`config.mk`:
```
export PLATFORM = sky130hd
export DESIGN_NAME = biquad_coef_sequencer
export DESIGN_NICKNAME = d
export VERILOG_FILES = /design/src/rtl/biquad_pkg.sv /design/src/rtl/coef_addr_gen.sv /design/src/rtl/biquad_coef_sequencer.sv
export SDC_FILE = /design/constraint.sdc
export NUM_CORES = 1
export LEC_CHECK = 0
export BUFFER_PORTS_ARGS = -buffer_cell sky130_fd_sc_hd__buf_4
export CAP_MARGIN = 10
export CORE_MARGIN = 3
export CORE_UTILIZATION = 45
export CTS_CLUSTER_SIZE = 16
export DETAILED_ROUTE_END_ITERATION = 12
export PLACE_DENSITY = 0.79
export SYNTH_ARGS = -nofsm -noshare
export SYNTH_HDL_FRONTEND = slang
export SYNTH_SLANG_ARGS = --single-unit
```
`constraint.sdc`:
```
create_clock -name wb_clk_i -period 4 [get_ports wb_clk_i]
set_clock_uncertainty 0.05 [all_clocks]
set_input_delay 0.6 -clock wb_clk_i [delete_from_list [all_inputs] [get_ports wb_clk_i]]
set_output_delay 0.6 -clock wb_clk_i [all_outputs]
set_load 0.02 [all_outputs]
```
`src/rtl/biquad_pkg.sv`:
```
// -----------------------------------------------------------------------------
// biquad_pkg
// Shared definitions for the biquad coefficient fetch path: sequencer FSM
// state encoding, coefficient word width, stage/word index widths and the
// field layout of the two 64-bit words each stage occupies:
//   w0 = {b0, b1, b2, a1}, w1 = {a2, 48'h0}
// -----------------------------------------------------------------------------
package biquad_pkg;

    localparam int unsigned COEF_W     = 64;
    localparam int unsigned STAGE_W    = 7;
    localparam int unsigned WORD_W     = 1;
    localparam int unsigned FIELD_W    = 16;
    localparam int unsigned BANK_SHIFT = 8;

    // Field positions (LSB) inside the coefficient words
    localparam int unsigned B0_LSB = 48;
    localparam int unsigned B1_LSB = 32;
    localparam int unsigned B2_LSB = 16;
    localparam int unsigned A1_LSB = 0;
    localparam int unsigned A2_LSB = 48;

    typedef enum logic [1:0] {
        ST_IDLE    = 2'd0,
        ST_REQ     = 2'd1,
        ST_PRESENT = 2'd2,
        ST_DONE    = 2'd3
    } seq_state_t;

    // Extract one 16-bit coefficient field from a fetched word
    function automatic logic [FIELD_W-1:0] coef_field(input logic [COEF_W-1:0] w,
                                                      input int unsigned        lsb);
        return w[lsb +: FIELD_W];
    endfunction

endpackage

```
`src/rtl/coef_addr_gen.sv`:
```
// -----------------------------------------------------------------------------
// coef_addr_gen
// Stage/word counters for one coefficient sweep plus the blockram address.
// adr = base + stage*WORDS_PER_STAGE + word.
// Optional feature macro: COEF_BANK_SWAP_EN -- when defined, the bank select is
// captured on i_start and placed at address bit 8 (base = bank*256); when not
// defined, base is 0 and i_bank_sel is ignored.
// Ports:
//   clk, rst       clock, asynchronous active-high reset
//   i_start        clear counters (and capture bank) for a new sweep
//   i_advance      step to the next word (never asserted on the last word)
//   i_bank_sel     bank for the sweep being started
//   o_stage/o_word current stage and word index
//   o_last         current word is the final word of the sweep
//   o_adr          blockram word address of the current word
// -----------------------------------------------------------------------------
module coef_addr_gen
    import biquad_pkg::*;
#(
    parameter int unsigned NUM_STAGES      = 8,
    parameter int unsigned WORDS_PER_STAGE = 2,
    parameter int unsigned ADR_W           = 9
) (
    input  logic               clk,
    input  logic               rst,
    input  logic               i_start,
    input  logic               i_advance,
    input  logic               i_bank_sel,
    output logic [STAGE_W-1:0] o_stage,
    output logic [WORD_W-1:0]  o_word,
    output logic               o_last,
    output logic [ADR_W-1:0]   o_adr
);

    logic [STAGE_W-1:0] r_stage;
    logic [WORD_W-1:0]  r_word;
    logic [ADR_W-1:0]   w_base;
    logic [ADR_W-1:0]   w_offset;
    logic               w_word_wrap;

    assign w_word_wrap = (r_word == WORD_W'(WORDS_PER_STAGE - 1));

    // Word counter wraps into the next stage
    always_ff @(posedge clk or posedge rst) begin
        if (rst) begin
            r_stage <= '0;
            r_word  <= '0;
        end else if (i_start) begin
            r_stage <= '0;
            r_word  <= '0;
        end else if (i_advance) begin
            if (w_word_wrap) begin
                r_word  <= '0;
                r_stage <= r_stage + STAGE_W'(1);
            end else begin
                r_word  <= r_word + WORD_W'(1);
            end
        end
    end

`ifdef COEF_BANK_SWAP_EN
    logic r_bank;

    // Bank is frozen for the whole sweep; mid-sweep flips wait for the next one
    always_ff @(posedge clk or posedge rst) begin
        if (rst) begin
            r_bank <= 1'b0;
        end else if (i_start) begin
            r_bank <= i_bank_sel;
        end
    end

    assign w_base = ADR_W'(r_bank) << BANK_SHIFT;
`else
    logic w_unused_bank;

    assign w_unused_bank = i_bank_sel;
    assign w_base        = '0;
`endif

    assign w_offset = ADR_W'(r_stage) * ADR_W'(WORDS_PER_STAGE) + ADR_W'(r_word);
    assign o_adr    = w_base + w_offset;
    assign o_stage  = r_stage;
    assign o_word   = r_word;
    assign o_last   = (r_stage == STAGE_W'(NUM_STAGES - 1)) && w_word_wrap;

endmodule

```
`src/rtl/biquad_coef_sequencer.sv`:
```
// -----------------------------------------------------------------------------
// biquad_coef_sequencer
// Per-sample coefficient fetch sequencer. Each accepted sample strobe walks
// all stages, issuing one single Wishbone read per 64-bit coefficient word and
// presenting each word to the MAC over a valid/ready handshake.
// Optional feature macro: COEF_BANK_SWAP_EN (bank select -> address bit 8).
// Ports:
//   wb_clk_i, wb_rst_i        clock, asynchronous active-high reset
//   sample_stb_i, bank_sel_i  sweep start pulse, bank for the next sweep
//   biquad_wb_*               Wishbone read master to the coefficient blockram
//   coef_data_o/stage_o/word_o, coef_valid_o, coef_ready_i
//                             held word + index, handshake to the MAC
//   sweep_done_o, busy_o      end-of-sweep pulse, sweep in progress
//   overrun_o, overrun_clr_i  sticky strobe-while-busy flag and its clear
// -----------------------------------------------------------------------------
module biquad_coef_sequencer
    import biquad_pkg::*;
#(
    parameter int unsigned NUM_STAGES      = 8,
    parameter int unsigned WORDS_PER_STAGE = 2,
    parameter int unsigned ADR_W           = 9
) (
    input  logic               wb_clk_i,
    input  logic               wb_rst_i,
    input  logic               sample_stb_i,
    input  logic               bank_sel_i,
    output logic               biquad_wb_cyc_o,
    output logic               biquad_wb_stb_o,
    output logic [ADR_W-1:0]   biquad_wb_adr_o,
    input  logic [COEF_W-1:0]  biquad_wb_dat_i,
    input  logic               biquad_wb_ack_i,
    output logic [COEF_W-1:0]  coef_data_o,
    output logic [STAGE_W-1:0] coef_stage_o,
    output logic [WORD_W-1:0]  coef_word_o,
    output logic               coef_valid_o,
    input  logic               coef_ready_i,
    output logic               sweep_done_o,
    output logic               busy_o,
    output logic               overrun_o,
    input  logic               overrun_clr_i
);

    seq_state_t         r_state;
    logic               r_req;
    logic [COEF_W-1:0]  r_data;
    logic               r_valid;
    logic               r_done;
    logic               r_busy;
    logic               r_overrun;

    logic               w_start;
    logic               w_advance;
    logic               w_last;

    assign w_start   = (r_state == ST_IDLE) && sample_stb_i;
    assign w_advance = (r_state == ST_PRESENT) && coef_ready_i && !w_last;

    coef_addr_gen #(
        .NUM_STAGES      (NUM_STAGES),
        .WORDS_PER_STAGE (WORDS_PER_STAGE),
        .ADR_W           (ADR_W)
    ) u_addr_gen (
        .clk        (wb_clk_i),
        .rst        (wb_rst_i),
        .i_start    (w_start),
        .i_advance  (w_advance),
        .i_bank_sel (bank_sel_i),
        .o_stage    (coef_stage_o),
        .o_word     (coef_word_o),
        .o_last     (w_last),
        .o_adr      (biquad_wb_adr_o)
    );

    // Sweep FSM; cyc/stb share one register so they can never disagree
    always_ff @(posedge wb_clk_i or posedge wb_rst_i) begin
        if (wb_rst_i) begin
            r_state   <= ST_IDLE;
            r_req     <= 1'b0;
            r_data    <= '0;
            r_valid   <= 1'b0;
            r_done    <= 1'b0;
            r_busy    <= 1'b0;
            r_overrun <= 1'b0;
        end else begin
            r_done <= 1'b0;

            // A strobe while busy (DONE included) sets the flag even against a clear
            if (sample_stb_i && (r_state != ST_IDLE)) begin
                r_overrun <= 1'b1;
            end else if (overrun_clr_i) begin
                r_overrun <= 1'b0;
            end

            case (r_state)
                ST_IDLE: begin
                    if (sample_stb_i) begin
                        r_state <= ST_REQ;
                        r_req   <= 1'b1;
                        r_busy  <= 1'b1;
                    end
                end
                ST_REQ: begin
                    // Drop stb right after ack so the blockram sees a gap between words
                    if (biquad_wb_ack_i) begin
                        r_data  <= biquad_wb_dat_i;
                        r_req   <= 1'b0;
                        r_valid <= 1'b1;
                        r_state <= ST_PRESENT;
                    end
                end
                ST_PRESENT: begin
                    if (coef_ready_i) begin
                        r_valid <= 1'b0;
                        if (w_last) begin
                            r_state <= ST_DONE;
                            r_done  <= 1'b1;
                            r_busy  <= 1'b0;
                        end else begin
                            r_state <= ST_REQ;
                            r_req   <= 1'b1;
                        end
                    end
                end
                ST_DONE: begin
                    r_state <= ST_IDLE;
                end
                default: begin
                    r_state <= ST_IDLE;
                    r_req   <= 1'b0;
                    r_valid <= 1'b0;
                    r_busy  <= 1'b0;
                end
            endcase
        end
    end

    assign biquad_wb_cyc_o = r_req;
    assign biquad_wb_stb_o = r_req;
    assign coef_data_o     = r_data;
    assign coef_valid_o    = r_valid;
    assign sweep_done_o    = r_done;
    assign busy_o          = r_busy;
    assign overrun_o       = r_overrun;

endmodule

```
**Word-level counts from Yosys, hierarchy flattened**

Cells that the tools add are included.

- Add/subtract/negate cells: 3
- Reduce and logical (&&, ||, !) cells: 20
- Equality and inequality tests: 9
- Mux-type cells: 27

Operators with widths:

| kind | count |
|---|---|
| $mux W7 | 3 |
| $mux W1 | 16 |
| $reduce_bool A2 Y1 | 6 |
| $ne A2 B2 Y1 const B | 5 |
| $add A8 B1 Y9 | 1 |
| $mux W2 | 4 |
| $pmux W2 S4 | 1 |
| $add A7 B1 Y7 const B | 1 |
| $eq A7 B3 Y1 const B | 1 |
| $reduce_and A3 Y1 | 2 |
| $logic_and A1 B1 Y1 | 5 |
| $reduce_and A5 Y1 | 1 |
| $eq A2 B2 Y1 const B | 2 |
| $pmux W1 S2 | 2 |
| $reduce_and A2 Y1 | 2 |
| $reduce_and A4 Y1 | 1 |
| $pmux W1 S3 | 1 |
| $reduce_bool A3 Y1 | 1 |
| $eq A2 B1 Y1 const B | 1 |
| $logic_not A2 Y1 | 1 |
| $add A1 B1 Y1 const B | 1 |
| $logic_not A1 Y1 | 1 |

- Output and inout bits: 87
- Flip-flop bits (word level): 79
- Word-level logic and storage cells: 68

**Depth between registers and ports, before layout**

- Depth in word-level cells: 6
- Gate-level depth with buffers: 6

**By module**

Synthesis repeated with hierarchy kept, for this count alone.

- Cell total of the unflattened synthesis: 221
- Area total of the unflattened synthesis: 3363.2 um^2

By module, submodules not included:

| module | cells an instance | seq. area each (um^2) | times used | area each (um^2) |
|---|---|---|---|---|
| biquad_coef_sequencer | 170 | 1776.7 | 1 | 2900.3 |
| coef_addr_gen | 51 | 200.2 | 1 | 462.9 |

**Worst setup path before layout**

Ideal clock, no wire load.

- Kind: register to register
- Start: register u_addr_gen.r_stage[0], in the netlist u_addr_gen.o_stage[0]
- End: register u_addr_gen.r_stage[3], in the netlist u_addr_gen.o_stage[3]
- Stages on the path, launching flop included: 6
- Data arrival time: 1541 ps
- Slack: 2331 ps
- Library setup time: 77 ps
- Path through: dfrtp_1 ha_1 nand2_1 nor3_4 or4_1 a21oi_1

- Word-level cells in the longest chain between the ends: 6

RTL lines:

| what | RTL line | source |
|---|---|---|
| from (decl) | coef_addr_gen.sv:35 | `logic [STAGE_W-1:0] r_stage;` |
| from (signal assigned) | coef_addr_gen.sv:54 | `r_stage <= r_stage + STAGE_W'(1);` |
| branches (longest 6 deep; another with $add A7 B1 Y7) | -- |  |

Several ways; the timed one is not identified. The select of a mux whose other input is x is not followed.
A chain may end at the register's enable or synchronous reset.

**Worst setup path after layout**

- Start: register r_state[1]
- End: register r_data[5], in the netlist coef_data_o[5]

- Word-level cells in the longest chain between the ends: 2

RTL lines:

| what | RTL line | source |
|---|---|---|
| from (decl) | biquad_coef_sequencer.sv:43 | `seq_state_t r_state;` |
| from (signal assigned) | biquad_coef_sequencer.sv:77 | `r_state <= ST_IDLE;` |
| from (signal assigned) | biquad_coef_sequencer.sv:97 | `r_state <= ST_REQ;` |
| from (signal assigned) | biquad_coef_sequencer.sv:108 | `r_state <= ST_PRESENT;` |
| $eq A2 B1 Y1 | biquad_coef_sequencer.sv:94 | `case (r_state)` |
| $reduce_and A2 Y1 (no source line) | -- |  |
| to (signal assigned) | biquad_coef_sequencer.sv:105 | `r_data <= biquad_wb_dat_i;` |
| to (decl) | biquad_coef_sequencer.sv:45 | `logic [COEF_W-1:0] r_data;` |

Every way passes these cells.

==> results.env <==
STATUS='finished clean'
POSTLAYOUTCELLAREA_MM2=0.00461
DRT-INITIAL-DRC-COUNT=54
YOSYSWARNINGCOUNT=0
FIN_WS_NS=1.85
MAX_STAGE_DELAY_NS=0.69
SUM_OF_OVERFLOW_ACROSS_ALL_LAYERS_AFTER_GLOBAL_ROUTING=0
CRITPATHKIND='reg2reg'
WL_UM=6750
GRT_MAX_DEGREE=67
GRT_FIRST_PASS_WIRELENGTH_UM=11300
CTS_TREE='done'
POWER_PER_CELL_AREA_mW_PER_MM2=809
POST-PLACE-CELLS=455
POWER.LEAKAGE_nW=2.24
CLOCK_LATENCY_NS=0.33
SETUP_VIOL=0
DIEWIDTH_UM=90.6
SYNTH_SEQ_AREA_SHARE_PCT=61.4
NUM_VIAS=2272
LAYOUT.CELLS.MOST_COMMON_LIST='buf_4 (156), dfrtp_1 (79), mux2_2 (64), clkbuf_8 (11), nand2_1 (9)'
PLACE_CONGESTION=0.746
SYNTH_LARGEST_AREA_CELL='dfrtp_1'
TIMING.REG2REG.SETUP_SLACK_NS=1.85
GRT_SETUP_UNREPAIRED='false'
IR_DROP_uV=433
DIEAREA_MM2=0.00821
MAX_CAP_VIOL_COUNT=0
LAYOUTNONFILLERINSTCOUNT=471
ANTENNA_VIOLATING_NETS_POST_ROUTE=0
SYNTH_TOP_CELL_AREA_SHARE_PCT=61.4
NUM-NETS-FINAL=442
DETAIL_ROUTE.DRC_VIOLATIONS=0
ANTENNA_VIOLATIONS_BEFORE_REPAIR=0
CTS-BUFFERS-INSERTED=9
SETUP.WORST_PATH.END_CLASS='register'
CTS.PATH.MAX_BUFFERS=2
TIMING.CRITICAL_PATH.SLOWEST_STAGE_CELL='nand3_4'
TIMING.HOLD.WORST.CLASS='in2async'
CTS_HOLD_REPAIR.BUFFERS=0
DETAIL_ROUTE.WL_PER_CELL_UM=14.3
CRITICAL_PATH_REQUIRED_NS=4.15
WORSTPATHARRIVAL_NS=2.30
VIA_PER_INST=4.82
SETUP.WORST_PATH.START_CLASS='register'
TIGHTEST_SLEW_NS=0.898
ANTENNA-DIODE-COUNT=0
NETLIST_TOP_CELLS_AREA='dfrtp_1 (61%), mux2_2 (22%), buf_4 (2.3%)'
SYNTHESIS.AREA_PER_INSTANCE_UM2=14.6
CP_CELL_SEQUENCE='inv_1 > nand3_4 > mux2_2'
HPWLAFTERDP_UM=5030
WHS_NS=0.351
POSTSYNTHREGISTERBITS=79
GLOBAL_ROUTING_USAGE_SUMMED_ACROSS_ALL_ROUTING_LAYERS_PCT=17.1
MAXSLEWVIOLCOUNT=0
SYNTHTOLAYOUTAREAGROWTH_PCT=43.1
POSTCTSRESIZEDCELLS=0
POST_SYNTH_INST_COUNT=221
IO_BUFFER_COUNT=155
DETAILEDROUTE.FIRSTPASSITERATIONCOUNT=4
GRT_PASS1_VIAS=2362
FINAL_HOLD_VIOLATION_COUNT=0
CRITICAL_PATH.MAX_FANOUT=66
TIMING.SLEW.HEADROOM_PCT=40.1
DRIVE_ABOVE_1_SHARE_PCT=64.5
COREAREA_MM2=0.00687
SYNTH_NETS=293
CLOCK.FMAX_MHz=466
FLOORPLAN.INITIALDENSITY_PCT=46.9
CTS.ROOT.BUFFER_CELL='clkbuf_8'
YOSYSUNIQUECELLTYPES=33
FINALCOREUTILIZATION_PCT=67.1
DIE_HEIGHT_UM=90.6
NETLIST_AREA_MM2=0.00322
DPL-INSTANCE-AREA_MM2=0.00439
CTS_SETUP_BUFFERS=0
CLOCK_TREE.HTREE_LEVEL_COUNT=3
PRE_CTS_SLACK_NS=1.84
DESIGN_POWER_TOTAL_mW=3.73
ROWS=30
TOTAL_NEGATIVE_SLACK_NS=0
LAYOUT_WORST_PATH_CYCLE_SHARE_PCT=53.6
MIN_PERIOD_NS=2.15
DESIGN.PORTCOUNT=158
PATH_CLK_SLEW_NS=0.08
NUMCLOCKSINKS=79
FINAL_COMMON_CELL='buf_4'
## final cells by class
class                   count  area [µm²]
fillers                   529        2260
flip-flops and latches     79        1980
repair buffers            156        1170
multi-input cells         118        1090
clock buffers              13         159
well taps                  96         120
clock inverters             3        65.1
inverters                   6        23.8
## power by group
part	leakage [nW]	switching, mW	total [mW]	internal, mW
registers	0.947	0.209	1.37	1.16
clock network	0.114	0.266	0.651	0.386
logic	1.18	0.846	1.71	0.860
total	2.24	1.32	3.73	2.41
## final timing paths
| path | start | endpoint | depth (start not counted) |
|---|---|---|---|
| max in group asynchronous | wb_rst_i | coef_data_o[54] | 3 |
| min in group wb_clk_i | overrun_clr_i | overrun_o | 2 |
| max reg2reg | r_state[1] | coef_data_o[5] | 3 |
| max | r_state[1] | coef_data_o[5] | 3 |
| min | wb_rst_i | coef_data_o[2] | 2 |
| min reg2reg | coef_valid_o | coef_valid_o | 2 |
## critical path: cells and delay by family (launching register included)
family,cells,cell delay [ns]
and+or+nand+nor,1,0.69
muxes,1,0.56
buffers and inverters,1,0.21
DFF,1,0.49
## cells in the mapped netlist
cell type / instances
nor2b_1: 2
buf_2: 4
or4_1: 1
or4b_4: 1
and2_1: 1
nand2b_1: 1
nor3_1: 2
nand3_1: 4
o311ai_0: 1
nor3_4: 1
buf_4: 10
buf_6: 4
nand4b_4: 1
nand2_1: 9
nor3_2: 1
nor4_1: 1
mux2_2: 64
dfrtp_1: 79
conb_1: 1
o21ai_0: 5
xnor2_1: 2
a21boi_0: 1
o31ai_1: 2
inv_1: 6
nor2_2: 1
ha_1: 1
nand3b_1: 1
mux2i_1: 3
o22ai_1: 1
a21oi_1: 3
nor2_1: 4
o31ai_2: 1
or3_1: 2
## registers in the layout, indices dropped and copies added (netlist names)
register            cells
coef_data_o            64
u_addr_gen.o_stage      7
r_state                 2
biquad_wb_cyc_o         1
busy_o                  1
coef_valid_o            1
overrun_o               1
sweep_done_o            1
u_addr_gen.o_word       1
## cell families (layout without fill, tap and decap cells)
family | count (synthesis) | count (layout) | synth area share [%]
buffers and inverters | 24 | 178 | 5.05
AND/OR/NAND/NOR | 33 | 33 | 6.45
adder cells (fa/ha/maj) | 1 | 1 | 0.388
AO/OA/AOI/OAI | 14 | 14 | 2.80
flip-flops | 79 | 79 | 61.4
XOR/XNOR | 2 | 2 | 0.544
multiplexers | 67 | 67 | 23.3
other | 1 | 1 | 0.116
## routing by layer
layer | wire (µm) | GRT usage [%]
met1 | 2580 | 20.3
met4 | 86 | 7.27
met2 | 3520 | 29.0
met3 | 564 | 4.58
met5 | 0 | 0
No activity file was read; power rests on OpenSTA's default activity.
